--- src/rtl/myc64_bus_pkg.sv ---
// Shared bus definitions: RAM owner encoding, slot phase constants, EXT queue entry.
package myc64_bus_pkg;

  typedef enum logic [1:0] {
    OWN_VIC = 2'd0,
    OWN_CPU = 2'd1,
    OWN_EXT = 2'd2
  } owner_e;

  localparam logic [2:0] SLOT_PH1 = 3'd0;
  localparam logic [2:0] SLOT_PH2 = 3'd4;

  typedef struct packed {
    logic        we;
    logic [15:0] addr;
    logic [7:0]  data;
  } ext_req_t;

endpackage

--- src/rtl/ext_fifo.sv ---
// Small synchronous FIFO for external loader requests; depth 2**AW.
module ext_fifo
  import myc64_bus_pkg::*;
#(
  parameter int AW = 1
) (
  input  logic     clk,
  input  logic     rst,
  input  logic     push_i,
  input  ext_req_t data_i,
  input  logic     pop_i,
  output ext_req_t data_o,
  output logic     full_o,
  output logic     empty_o
);

  logic [AW:0] wr_q, wr_d, rd_q, rd_d;
  ext_req_t    mem_q [0:(1<<AW)-1];
  logic        push_ok, pop_ok;

  assign empty_o = (wr_q == rd_q);
  assign full_o  = (wr_q[AW] != rd_q[AW]) && (wr_q[AW-1:0] == rd_q[AW-1:0]);
  // A push into a full queue is legal when the head leaves in the same clk.
  assign push_ok = push_i && (!full_o || pop_i);
  assign pop_ok  = pop_i && !empty_o;
  assign data_o  = mem_q[rd_q[AW-1:0]];

  always_comb begin
    wr_d = wr_q;
    rd_d = rd_q;
    if (push_ok) wr_d = wr_q + 1'b1;
    if (pop_ok)  rd_d = rd_q + 1'b1;
  end

  always_ff @(posedge clk) begin
    if (rst) begin
      wr_q <= '0;
      rd_q <= '0;
    end else begin
      wr_q <= wr_d;
      rd_q <= rd_d;
    end
  end

  always_ff @(posedge clk) begin
    if (push_ok) mem_q[wr_q[AW-1:0]] <= data_i;
  end

endmodule

--- src/rtl/bus_slot_sched.sv ---
// Bus slot scheduler: splits each 8-clk bus cycle into VIC and CPU/EXT halves.
// Optional EXT read support is enabled by defining MYC64_EXT_READ_EN.
module bus_slot_sched
  import myc64_bus_pkg::*;
#(
  parameter logic [2:0] CNTR_RESET  = 3'b101,
  parameter int         EXT_FIFO_AW = 1
) (
  input  logic        clk,
  input  logic        rst,
  output logic        o_ph1_en,
  output logic        o_ph2_en,
  output logic        o_vic_slot,
  input  logic [15:0] i_vic_addr,
  input  logic        i_vic_bm,
  input  logic [15:0] i_cpu_addr,
  input  logic        i_cpu_we,
  input  logic [7:0]  i_cpu_do,
  input  logic        i_ext_valid,
  input  logic [15:0] i_ext_addr,
  input  logic [7:0]  i_ext_data,
  output logic        o_ext_ready,
  output logic [15:0] o_ram_addr,
  output logic        o_ram_we,
  output logic [7:0]  o_ram_di,
  output logic        o_cpu_rdy,
  output logic [1:0]  o_owner
`ifdef MYC64_EXT_READ_EN
  ,
  input  logic        i_ext_we,
  input  logic [7:0]  i_ram_do,
  output logic [7:0]  o_ext_rdata,
  output logic        o_ext_rvalid
`endif
);

  logic [2:0] cntr_q, cntr_d;
  logic       vic_slot_q, vic_slot_d;
  owner_e     owner_q, owner_d, decision;
  logic       fair_q, fair_d;
  logic       ph1, ph2, push, pop, fifo_full, fifo_empty, ram_we;
  ext_req_t   push_req, head;

  assign ph1 = (cntr_q == SLOT_PH1);
  assign ph2 = (cntr_q == SLOT_PH2);

  // EXT only wins while the fair flag says the CPU had the previous half.
  always_comb begin
    if (!i_vic_bm)                   decision = OWN_VIC;
    else if (!fifo_empty && !fair_q) decision = OWN_EXT;
    else                             decision = OWN_CPU;
  end

  always_comb begin
    cntr_d     = cntr_q + 3'd1;
    vic_slot_d = vic_slot_q;
    owner_d    = owner_q;
    fair_d     = fair_q;
    if (ph1) begin
      vic_slot_d = 1'b0;
      owner_d    = decision;
      if (decision == OWN_EXT)      fair_d = 1'b1;
      else if (decision == OWN_CPU) fair_d = 1'b0;
    end
    if (ph2) begin
      vic_slot_d = 1'b1;
      owner_d    = OWN_VIC;
    end
  end

  always_ff @(posedge clk) begin
    if (rst) begin
      cntr_q     <= CNTR_RESET;
      vic_slot_q <= 1'b1;
      owner_q    <= OWN_VIC;
      fair_q     <= 1'b0;
    end else begin
      cntr_q     <= cntr_d;
      vic_slot_q <= vic_slot_d;
      owner_q    <= owner_d;
      fair_q     <= fair_d;
    end
  end

  assign pop         = ph2 && (owner_q == OWN_EXT);
  assign o_ext_ready = !fifo_full || pop;
  assign push        = i_ext_valid && o_ext_ready;

  always_comb begin
    push_req.addr = i_ext_addr;
    push_req.data = i_ext_data;
`ifdef MYC64_EXT_READ_EN
    push_req.we   = i_ext_we;
`else
    push_req.we   = 1'b1;
`endif
  end

  ext_fifo #(.AW(EXT_FIFO_AW)) u_fifo (
    .clk     (clk),
    .rst     (rst),
    .push_i  (push),
    .data_i  (push_req),
    .pop_i   (pop),
    .data_o  (head),
    .full_o  (fifo_full),
    .empty_o (fifo_empty)
  );

  always_comb begin
    o_ram_addr = i_vic_addr;
    o_ram_di   = 8'h00;
    ram_we     = 1'b0;
    case (owner_q)
      OWN_CPU: begin
        o_ram_addr = i_cpu_addr;
        o_ram_di   = i_cpu_do;
        ram_we     = i_cpu_we;
      end
      OWN_EXT: begin
        o_ram_addr = head.addr;
        o_ram_di   = head.data;
        ram_we     = head.we;
      end
      default: ;
    endcase
  end

  // Reset kills an in-flight write immediately rather than at the next edge.
  assign o_ram_we   = ram_we && !rst;
  assign o_cpu_rdy  = ph1 && (decision == OWN_CPU);
  assign o_ph1_en   = ph1;
  assign o_ph2_en   = ph2;
  assign o_vic_slot = vic_slot_q;
  assign o_owner    = owner_q;

`ifdef MYC64_EXT_READ_EN
  logic [7:0] rdata_q, rdata_d;
  logic       rvalid_q, rvalid_d;

  always_comb begin
    rdata_d  = rdata_q;
    rvalid_d = 1'b0;
    if (pop && !head.we) begin
      rdata_d  = i_ram_do;
      rvalid_d = 1'b1;
    end
  end

  always_ff @(posedge clk) begin
    if (rst) begin
      rdata_q  <= 8'h00;
      rvalid_q <= 1'b0;
    end else begin
      rdata_q  <= rdata_d;
      rvalid_q <= rvalid_d;
    end
  end

  assign o_ext_rdata  = rdata_q;
  assign o_ext_rvalid = rvalid_q;
`endif

endmodule

--- config.mk ---
export PLATFORM = sky130hd
export DESIGN_NAME = bus_slot_sched
export DESIGN_NICKNAME = d
export VERILOG_FILES = /design/src/rtl/myc64_bus_pkg.sv /design/src/rtl/ext_fifo.sv /design/src/rtl/bus_slot_sched.sv
export SDC_FILE = /design/constraint.sdc
export NUM_CORES = 1
export LEC_CHECK = 0
export BUFFER_PORTS_ARGS = -buffer_cell sky130_fd_sc_hd__buf_2
export CORE_AREA = 4 4 115 117
export DETAILED_ROUTE_END_ITERATION = 7
export DIE_AREA = 0 0 119 121
export SYNTH_ARGS = -nofsm -noshare
export SYNTH_HDL_FRONTEND = slang
export SYNTH_SLANG_ARGS = --single-unit
--- constraint.sdc ---
create_clock -name clk -period 6.5 [get_ports clk]
set_input_delay 0.65 -clock clk [delete_from_list [all_inputs] [get_ports clk]]
set_output_delay 0.65 -clock clk [all_outputs]
set_load 0.02 [all_outputs]
==> results, run 1 <==
- The number of violations of the max-capacitance limit is 0.
- The sum of overflow across all layers after global routing is 0.
- The total setup violations reported at the end of the flow is 0.
- Once detail routing completed, the nets flagged for antenna violations numbered 0.
- The launch point of the worst path is o_owner[0]$_SDFFE_PP0P_.
- After layout, the minimum clock period comes to 3.08 ns.
- After detailed routing, the number of remaining DRC violations is 0.
- In this run the critical register-to-register path is launched from o_owner[0]$_SDFFE_PP0P_.
- The summed area of non-filler cells in the final layout is 0.00376 sq mm.
- The overall die height is 121 microns.
- For this design, the sink count on the clock tree is 60.
- The flow ran to the end, and the final reports show no timing, DRC or antenna violations.
- Among all stages on the critical path, the largest delay is contributed by ha_1.
- Global routing used 9.66% of the available tracks across all layers.
- The clock-pin slew reported for the worst setup and hold paths after clock tree synthesis is 0.05 ns.
- The standard-cell row count is 41.
- In this run the cell area measured after placement is 0.00345 sq mm.
- The cell depth of the worst setup path is 6.
- STA classifies the critical path startpoint as a flop.
- The pin count of the biggest net entering global routing is 28.
- The net count after synthesis is 296.
- In the final design database the tool counted 392 nets.
- In this run the worst path has a maximum fanout of 27.
- For the worst setup path, the data required time is 5.85 ns.
- The sum of negative setup slack is 0 ns.
- The initial antenna violation count is 1.
- TritonCTS built the clock tree.
- The total count of max-transition violations in the final report is 0.
- The clock root buffer is clkbuf_16.
- The gate count after technology mapping is 223.
- The post-route netlist has 43.8% of its cells at a drive strength greater than 1.
- The starting DRC count in detailed routing is 102.
- After detailed routing, the number of vias per cell comes to 4.22.
- The stage delay of the slowest cell on the critical path is 0.82 ns.
- The count of hold buffers inserted by post-cts repair is 0.
- The prevailing post-synth register cell is edfxtp_1.
- After layout, the worst path uses 47.4% of the clock period.
- The placed wire-length estimate after detailed placement is 4.94 mm.
- The clock latency on the worst-skew pair is 0.32 ns.
- The logic depth of the worst register-to-register path is 5.
- The worst ir drop on vdd is 0.000127 V.
- The number of gates resized after CTS was 0.
- The signed area change from the synthesized netlist to the final layout is 35.1%.
- During placement, the flow inserted port buffers numbering 100.
- Counting tap cells, the placed design contains a total of 480 instances.
- The highest achievable clock rate is 0.324 GHz.
- Counting the buffers created by CTS gives 9.
- Walking the worst path, the cells encountered are inv_1 > ha_1 > and3_1 > nor2_1 > nand2_1 > buf_2.
- The die footprint is 0.0144 sq mm.
- For this run, the share of the core covered by cells in the final layout is 30.4%.
- The via count of the first global-routing pass came to 2,131.
- The design draws 1040 uW.
- The detailed-route wire length per cell is 13.8 microns.
- The first global-routing pass estimated 10.8 mm of wire.
- Counting the fill cells in the layout gives 1,245.
- The cell area that synthesis handed to floorplanning was 0.00278 sq mm.
- The setup check on the worst reg-to-reg path leaves a slack of 3.55 ns.
- At the pin with the least slew margin, the transition time is 1.11 ns.
- The die is 119 microns wide.
- In the layout the commonest cells are 100 x buf_2, 48 x edfxtp_1, 24 x mux2_2.
- The routed layout has 2,097 vias.
- Clock skew on the completed layout was measured at 0.00691 ns.
- 101 I/O pins were placed.
- The worst max-slew margin expressed relative to the limit is 25.6%.
- The class of the most critical setup path is reg2out.
- The count of endpoints failing hold in the final timing report is 0.
- Yosys printed 0 warnings.
- The deepest level of the CTS H-tree is 3.
- For this configuration, the core starts out at a cell density of 22.5%.
- The buffers plus inverters on the worst setup path is 2.
- The endpoint class of the critical path is an output port.
- The sequential share of the synthesized area is 60.5%.
- Among cell families on the critical path, the largest total delay comes from adder cells.
- The library cell used most frequently in the layout, excluding fill and tap cells, is buf_2.
- Post-CTS timing repair inserted 0 buffers for setup.
- The worst min-delay path category is reg2reg.
- The destination of the critical timing path is o_ext_ready.
- After synthesis, the share of flip-flops with an asynchronous set or reset is 0%.
- The floorplan step defined a core boundary enclosing 0.0124 sq mm.
- The leakage power is 0.00150 uW.
- Setup repair after global routing left no endpoint under its margin.
- In this run the power density over the cells is 278 mW/mm^2.
- The first detailed-routing pass ran for 4 iterations.
- The routed wire length is 6.85 mm.
- The placer congestion estimate is 0.725.
- The post-synthesis sequential element count is 60.
- Counting flops with a built-in enable in the synthesized netlist gives 48.
- The average cell area after synthesis is 12.5 sq um.
- The capture point of the worst reg-to-reg path is u_fifo.mem_q[0][10]$_DFFE_PP_.
- After synthesis, the netlist uses 36 different library cells.
- The largest buffer count on any clock path is 2.
- For the worst setup path, the data arrival time is 2.43 ns.
- The number of non-filler instances in the completed layout is 497.
-- per-layer routing --
| layer | up-vias | routed length [microns] | GRT usage, % |
|---|---|---|---|
| met5 | - | 7 | 0 |
| met4 | 2 | 79 | 3.04 |
| met3 | 10 | 575 | 4.06 |
| met2 | 73 | 3530 | 17.6 |
| met1 | 969 | 2660 | 10.0 |
| li1 | 1043 | - | - |
-- per-stage QoR --
step	setup slack, ns	hold slack, ns
detailed placement	3.50	0.410
CTS	3.37	0.422
floorplan	3.73	0.388
global placement	3.59	0.398
finish	3.42	0.421
global route	3.18	0.429
-- worst reg2reg max path: stages, from the launching register on --
cell	delay (ns)
dfxtp_1	0.34
inv_1	0.07
ha_1	0.82
and3_1	0.47
o31a_1	0.59
buf_4	0.34
-- where the power goes --
group	internal [uW]	switching, uW	total (uW)
clock	331	152	484
sequential	445	9.70	454
combinational	46.6	60.3	107
-- flip-flops by register name (all words and copies together) (netlist names), named ones only --
signal	count
u_fifo.mem_q	48
cntr_q	3
o_owner	2
u_fifo.rd_q	2
u_fifo.wr_q	2
fair_q	1
o_vic_slot	1
-- layout make-up --
class / count / area, sq um / area share, %
sequential: 60 / 1680 / 44.8
multi-input combinational: 125 / 956 / 25.4
timing repair buffer: 102 / 515 / 13.7
clock buffer: 10 / 229 / 6.09
tap: 172 / 215 / 5.73
clock inverter: 6 / 78.8 / 2.10
inverter: 21 / 78.8 / 2.10
antenna: 1 / 2.50 / 0.0666
-- worst min-delay path by stage --
stage                              start                    to  slack (ns)  depth (start not counted)
floorplan           cntr_q[0]$_SDFF_PP1_  cntr_q[0]$_SDFF_PP1_        0.39                          1
global placement    cntr_q[0]$_SDFF_PP1_  cntr_q[0]$_SDFF_PP1_        0.40                          1
detailed placement  cntr_q[0]$_SDFF_PP1_  cntr_q[0]$_SDFF_PP1_        0.41                          1
CTS                 cntr_q[0]$_SDFF_PP1_  cntr_q[0]$_SDFF_PP1_        0.42                          1
global route        cntr_q[0]$_SDFF_PP1_  cntr_q[0]$_SDFF_PP1_        0.43                          1
finish              cntr_q[0]$_SDFF_PP1_  cntr_q[0]$_SDFF_PP1_        0.42                          1
-- logic make-up (layout without fill, tap and decap cells) --
| kind of cell | count (synthesis) | in the layout | synth area share [%] |
|---|---|---|---|
| fa+ha+maj | 4 | 4 | 1.80 |
| compound gates | 58 | 58 | 14.7 |
| simple gates | 36 | 36 | 6.57 |
| buf+inv | 38 | 139 | 5.58 |
| mux | 24 | 24 | 9.72 |
| other cells | 0 | 1 | 0 |
| flops | 60 | 60 | 60.5 |
| xor+xnor | 3 | 3 | 1.21 |
-- cell usage after synthesis (2+ instances only) --
master    instances  area (sq um)
edfxtp_1         48          1440
mux2_2           24           270
a21oi_1          21           105
inv_1            21          78.8
a221oi_1         17           149
dfxtp_1          12           240
nor2_1           12          45.0
clkbuf_1         10          37.5
a22oi_1           8          60.1
nand2_1           7          26.3
buf_2             4          20.0
ha_1              4          50.1
nand2b_1          4          25.0
a311oi_1          3          26.3
a211o_1           2          17.5
a31oi_1           2          12.5
buf_4             2          15.0
nor2b_1           2          12.5
nor4_1            2          12.5
xnor2_1           2          17.5
No activity file was read; power rests on OpenSTA's default activity.
==> inputs of run 2 (changes only) <==
==> constraint.sdc (replaced) <==
create_clock -name clk -period 3.05 [get_ports clk]
set_input_delay 0.305 -clock clk [delete_from_list [all_inputs] [get_ports clk]]
set_output_delay 0.305 -clock clk [all_outputs]
set_load 0.02 [all_outputs]
==> run 2 against run 1 <==
Net effect: first-iteration DRC count is 7.8% higher; combinational power up 120%; utilization is 0.071 points higher; count of clock-buffer cells in the layout did not move; sequential share of layout area is 0.10 points lower; critical endpoint is now o_ram_addr[10].
==> results, run 2 (synthesized netlist as in run 1, its figures left out) <==
- Along the worst path, the maximum fanout reaches 24.
- Setup repair after global routing left no endpoint under its margin.
- Registers take 0.00168 sq mm.
- The post-CTS repair timing setup buffer count is 0.
- The slack of the worst reg-to-reg path is 0.88 ns.
- The total CTS buffers is 9.
- The run finished with clean final reports.
- The initial antenna violation count is 0.
- The worst max-slew margin expressed relative to the limit is 35.2%.
- TritonCTS built the clock tree.
- Across all layers, the routed design uses 2,082 vias.
- The share of layout cells above drive strength 1 is 44.0%.
- The signed area change from the synthesized netlist to the final layout is 35.4%.
- The repair_antennas step left the layout with diodes totalling 0.
- The tree is rooted in a clkbuf_16.
- The clock passes through at most 2 buffers.
- Data on the critical path arrives at its endpoint at 2.20 ns.
- In this run, the number of DRC markers left after iteration 0 of detailed routing was 110.
- The critical path is of the reg2out type.
- The clock tree synthesis step divided the H-tree into 3 levels.
- The worst-margin pin slew is 0.973 ns.
- The count of endpoints failing hold in the final timing report was 0.
- On the final layout, the worst clock skew is 0.00493 ns.
- The highest achievable clock rate is 0.400 GHz.
- The number of nets at the end of the flow is 395.
- Clock-pin slew was measured on the worst setup and hold paths at 0.05 ns.
- The multi-input combinational cells in the finished layout cover a total of 956 sq um.
- The detail-routed via count per cell is 4.17.
- At the later pin of the worst-skew pair, clock insertion delay measures 0.32 ns.
- The remaining routing DRC violations is 0.
- Setup total negative slack on the finished layout was measured at 0 ns.
- The first global-routing pass estimated 10.8 mm of wire.
- The total setup violations reported at the end of the flow is 0.
- The required arrival time at the worst endpoint is 2.74 ns.
- The total count of max-transition violations in the final report was 0.
- The worst-case IR drop observed on VDD is 0.000201 V.
- The floorplan has 41 rows.
- The number of primary I/O pins is 101.
- Routability-driven placement finished with a final weighted congestion of 0.734.
- The library cells used most frequently in the layout, excluding fill and tap cells, are 100 x buf_2, 48 x edfxtp_1, 24 x mux2_2.
- The post-detailed-route count of antenna-violating nets is 0.
- For this configuration, the core starts out at a cell density of 22.5%.
- The total track usage is 9.87%.
- The floorplan step defined a core boundary enclosing 0.0124 sq mm.
- The final worst-path setup slack is 0.550 ns.
- The length of the first detailed-routing pass in iterations is 4.
- The routed design has 6.89 mm of wire.
- The post-cts sizing count is 0.
- Max-cap violations in this run came to 0.
- Buffers inserted to repair hold after CTS numbered 0.
- The analysis attributes to cell leakage a power of 0.00150 uW.
- The via count of the first global-routing pass was 2,132.
- The most common library cell in the layout ignoring fill and taps is buf_2.
- The power per standard cell area is 570 mW/mm^2.
- The number of flip-flops in the largest register is 48.
- The worst min-delay path category is in2reg.
- The number of buffers added on ports is 100.
- From bottom edge to top edge, the die measures 121 microns.
- The total overflow left after global routing is 0.
- The number of sinks on the clock net is 60.
- After layout, the minimum clock period comes to 2.50 ns.
- The kind of start point of the critical path is a flop.
- Prior to clock tree synthesis, the placed netlist has a worst setup slack of 0.846 ns.
- The final period utilization is 82.0%.
- The placed wire-length estimate after detailed placement is 5.09 mm.
- For this run, the share of the core covered by cells in the final layout is 30.5%.
- The detailed-route wire length per cell is 13.8 microns.
- Entering global routing, the biggest net connects 27 pins.
- STA classifies the critical path endpoint as an output port.
- The overall die width is 119 microns.
- The number of fill cells is 1,273.
- The die footprint is 0.0144 sq mm.
-- run 2: final cells by class --
cell class	instances	share of cell area (%)
repair buffers	105	14.6
flip-flops and latches	60	44.7
well taps	172	5.71
clock buffers	10	6.08
inverters	21	2.09
multi-input cells	125	25.4
clock inverters	6	1.46
-- run 2: worst paths after layout --
| check | endpoint | depth (start not counted) | start |
|---|---|---|---|
| worst max register to register | u_fifo.mem_q[0][10]$_DFFE_PP_ | 5 | cntr_q[0]$_SDFF_PP1_ |
| worst min register to register | cntr_q[0]$_SDFF_PP1_ | 1 | cntr_q[0]$_SDFF_PP1_ |
| worst min-delay path | u_fifo.mem_q[1][2]$_DFFE_PP_ | 1 | i_ext_data[2] |
| worst max-delay path | o_ram_addr[10] | 6 | o_owner[0]$_SDFFE_PP0P_ |
-- run 2: per-stage QoR --
stage               power [uW]  area, sq um  hold slack, ns  instances
floorplan                 1110         2780           0.377        223
global route              2240         3770           0.162        499
global placement          1210         3480           0.398        483
CTS                       2180         3770           0.159        499
finish                    2150         3770           0.172        499
detailed placement        1220         3480           0.408        483
-- run 2: critical path, cell delays in order (launching register included) --
cell and delay [ns]:
dfxtp_1 0.38, inv_1 0.06, ha_1 0.63, buf_4 0.36
a221oi_1 0.09, a21oi_1 0.16, buf_2 0.18
-- run 2: layer usage --
layer  global-route usage [%]  wire, microns  vias to the layer above
met5                        0              0                        -
met4                     4.56            111                        0
met3                     4.06            514                       12
met2                     17.2           3490                       64
met1                     10.4           2780                      962
li1                         -              -                     1044
-- run 2: power by group --
group	total [uW]	internal, uW	switching [uW]
logic	232	102	130
clock network	947	622	325
registers	967	948	19.0
total	2150	1670	474
==> inputs of run 3 (changes only) <==
--- a/config.mk
+++ b/config.mk
@@ -5,6 +5,7 @@
 export SDC_FILE = /design/constraint.sdc
 export NUM_CORES = 1
 export LEC_CHECK = 0
+export ABC_AREA = 1
 export BUFFER_PORTS_ARGS = -buffer_cell sky130_fd_sc_hd__buf_2
 export CORE_AREA = 4 4 115 117
 export DETAILED_ROUTE_END_ITERATION = 7
==> constraint.sdc (replaced) <==
create_clock -name clk -period 2.15 [get_ports clk]
set_input_delay 0.215 -clock clk [delete_from_list [all_inputs] [get_ports clk]]
set_output_delay 0.215 -clock clk [all_outputs]
set_load 0.02 [all_outputs]
==> run 3 against run 2 <==
Net effect: combinational power is 25% higher; sequential cell count unchanged; first-iteration DRC count down 42%; via count increased by 9.9%; critical path type unchanged; largest cell class unchanged.
==> results, run 3 <==
- Counting I/O delays and the setup requirement, the final critical path takes 1.94 ns.
- The average instance in the mapped netlist occupies 9.54 sq um.
- Once detail routing completed, the nets flagged for antenna violations numbered 0.
- The number of diodes is 0.
- The share of the synthesized area in the top cell type is 52.6%.
- The library cell with the highest instance count after synthesis is nor2_1.
- The worst ir drop on vdd is 0.000294 V.
- The detailed router used layers up to and including met5.
- The area of the mapped netlist is 0.00274 sq mm.
- The number of violations of the max-capacitance limit is 0.
- The portion of total power attributed to the clock network is 46.9%.
- Setup repair after global routing left no endpoint under its margin.
- Power spread over the standard cell area amounts to 824 mW/mm^2.
- The routed metal-1 wirelength is 3.04 mm.
- The total power of the final layout is 3100 uW.
- Broken down by cell family, the worst path's largest delay share belongs to buffers and inverters.
- The routed wire length is 7.24 mm.
- The sum of overflow across all layers after global routing is 0.
- The buffers plus inverters on the worst setup path is 3.
- The length of the first detailed-routing pass in iterations is 4.
- The via count of the first global-routing pass is 2,246.
- The share of total power consumed by net switching is 21.0%.
- The clock latency on the worst-skew pair is 0.32 ns.
- The post-synthesis sequential element count is 60.
- The critical register-to-register path startpoint is o_owner[1]$_SDFFE_PP0P_.
- The total count of max-transition violations in the final report is 0.
- The largest fanout of any net on the critical path is 24.
- Once detailed placement completed, the half-perimeter wirelength came to 5.22 mm.
- The sum of negative setup slack is 0 ns.
- In this run the horizontal extent of the chip is 119 microns.
- Cells with a size suffix above 1 make up 34.2% of the layout.
- The clock-pin slew reported for the worst setup and hold paths after clock tree synthesis is 0.05 ns.
- Yosys attributes the largest share of cell area to edfxtp_1 53%, nor2_1 9.3%, dfxtp_1 8.8%.
- In the finished design, the share of the clock period the worst path needs comes to 90.4%.
- The Yosys warning count is 0.
- The largest single stage delay on the critical path is 0.37 ns.
- The number of clock buffers added by TritonCTS is 9.
- The gate count after technology mapping is 287.
- The largest buffer count on any clock path is 2.
- The deepest level of the CTS H-tree is 3.
- The class of the most critical setup path is reg2out.
- The net count after synthesis is 360.
- Global routing used 10.2% of the available tracks across all layers.
- The detail-routed via count per cell is 4.04.
- Summed over all instances, the cell type with the most area after synthesis is edfxtp_1.
- The share of async-settable or async-resettable flops after synthesis is 0%.
- The count of endpoints failing hold in the final timing report is 0.
- Data on the critical path arrives at its endpoint at 1.73 ns.
- The sequential share of the synthesized area is 61.4%.
- The most common library cell in the layout ignoring fill and taps is buf_2.
- The number of sinks on the clock net is 60.
- The worst max-slew margin expressed relative to the limit is 72.9%.
- For this run, the leading register cell type out of synthesis is edfxtp_1.
- Setup violations remaining at the end of the flow were counted as 0.
- The launch point of the worst path is o_owner[0]$_SDFFE_PP0P_.
- The pin count of the biggest net entering global routing is 26.
- The power dissipated by switching net loads is 653 uW.
- The number of buffers added on ports is 100.
- The worst min-delay path category is in2reg.
- The congestion estimate from routability-driven global placement came to 0.739.
- The placeable core area is 0.0124 sq mm.
- The endpoint class of the critical path is an output port.
- After detailed routing, the average wire length per cell comes to 12.8 microns.
- Hold repair after CTS inserted 0 buffers.
- The cell that appears most often on the critical path is a21oi_1.
- Of the total power, registers draw 43.7%.
- The share of total power dissipated in combinational logic is 9.3%.
- In this run the most critical hold path is launched from i_ext_addr[1].
- The standard-cell row count is 41.
- TritonCTS built the clock tree.
- The flow ran to the end, and the final reports show no timing, DRC or antenna violations.
- In the layout the commonest cells are 100 x buf_2, 67 x nor2_1, 48 x edfxtp_1.
- The first global-routing pass estimated 11.4 mm of wire.
- The largest individual stage delay along the critical path comes from the cell dfxtp_1.
- In this run the clock root is driven by a clkbuf_16.
- Internal power comes to 2450 uW.
- The post-CTS repair timing setup buffer count is 0.
- Measured along the y axis, the die boundary spans 121 microns.
- Across all layers, the routed design uses 2,289 vias.
- For the pin with the worst max-slew slack, the measured transition is 0.406 ns.
- The worst clock skew on the final layout is 0.00750 ns.
- In this run, the number of DRC markers left after iteration 0 of detailed routing was 64.
- By count the netlist is led by 68 x nor2_1, 48 x edfxtp_1, 45 x a21oi_1.
- The highest achievable clock rate is 0.514 GHz.
- 101 I/O pins were placed.
- The signal on the critical path passes through inv_1 > ha_1 > buf_6 > a21oi_1 > a21oi_1 > buf_2.
- The remaining routing DRC violations is 0.
- STA classifies the critical path startpoint as a flop.
- STA puts the critical path data required time at 1.93 ns.
- The initial antenna violation count is 2.
- The number of different library cells in the post-synthesis netlist is 21.
- The effective utilization at floorplan is 22.2%.
- The routed design uses 3.63 mm of met2 wire.
- The register with the most flip-flops in the layout has 48 of them.
- The die footprint is 0.0144 sq mm.
- Compared with the post-synthesis result, the final layout area differs by 37.6%.
- In the final design database the tool counted 463 nets.
- The leakage power is 0.00159 uW.
- The number of enable flip-flop cells after synthesis is 48.
- The met3 wire length is 462 microns.
-- run 3: power by group through the flow --
stage	Clock, uW	Combinational (uW)	Sequential (uW)
6_report	1460	290	1360
5_1_grt	1550	324	1360
4_1_cts	1500	295	1360
3_5_place_dp	0	293	1380
3_3_place_gp	0	285	1380
2_1_floorplan	0	151	1380
-- run 3: logic make-up (layout without fill, tap and decap cells) --
family,Yosys count,after routing,synth area share (%)
AO/OA/AOI/OAI,73,73,13.6
AND/OR/NAND/NOR,111,111,16.6
XOR/XNOR,2,2,0.640
flip-flops,60,60,61.4
buffers and inverters,37,145,5.94
adder cells (fa/ha/maj),4,4,1.83
-- run 3: timing repair --
item | 4_1_cts | 5_1_grt
hold endpoints to repair | 0 | 0
setup endpoints to repair | 0 | 8
resized for setup | 0 | 3
-- run 3: stage by stage --
stage / instance area, sq um / worst slack (ns) / cells / hold WS [ns] / util (%)
5_1_grt: 3770 / 0.0313 / 567 / 0.0720 / 30.5
4_1_cts: 3760 / 0.0858 / 567 / 0.0707 / 30.4
2_1_floorplan: 2740 / 0.0262 / 287 / 0.314 / -
3_3_place_gp: 3450 / 0.469 / 551 / 0.394 / 27.9
6_report: 3770 / 0.206 / 567 / 0.0854 / 30.5
3_5_place_dp: 3450 / 0.441 / 551 / 0.399 / 27.9
-- run 3: path summary, 6_finish.rpt --
path | end | slack [ns] | depth (start not counted)
max | o_ram_addr[5] | 0.21 | 6
min | u_fifo.mem_q[0][9]$_DFFE_PP_ | 0.09 | 1
max reg2reg | u_fifo.mem_q[1][16]$_DFFE_PP_ | 0.52 | 6
min reg2reg | cntr_q[0]$_SDFF_PP1_ | 0.41 | 1
-- run 3: cell type report --
| type | count | area [sq um] |
|---|---|---|
| Sequential cell | 60 | 1680 |
| Inverter | 22 | 85.1 |
| Timing Repair Buffer | 107 | 582 |
| Clock inverter | 6 | 78.8 |
| Clock buffer | 10 | 229 |
| Multi-Input combinational cell | 190 | 897 |
| Fill cell | 1314 | 8590 |
| Tap cell | 172 | 215 |
-- run 3: layer usage --
metal  up-vias  GRT usage, %
met5         -             0
met4         4          3.48
met3        12          3.45
met2        61          18.0
met1      1039          11.5
li1       1173             -
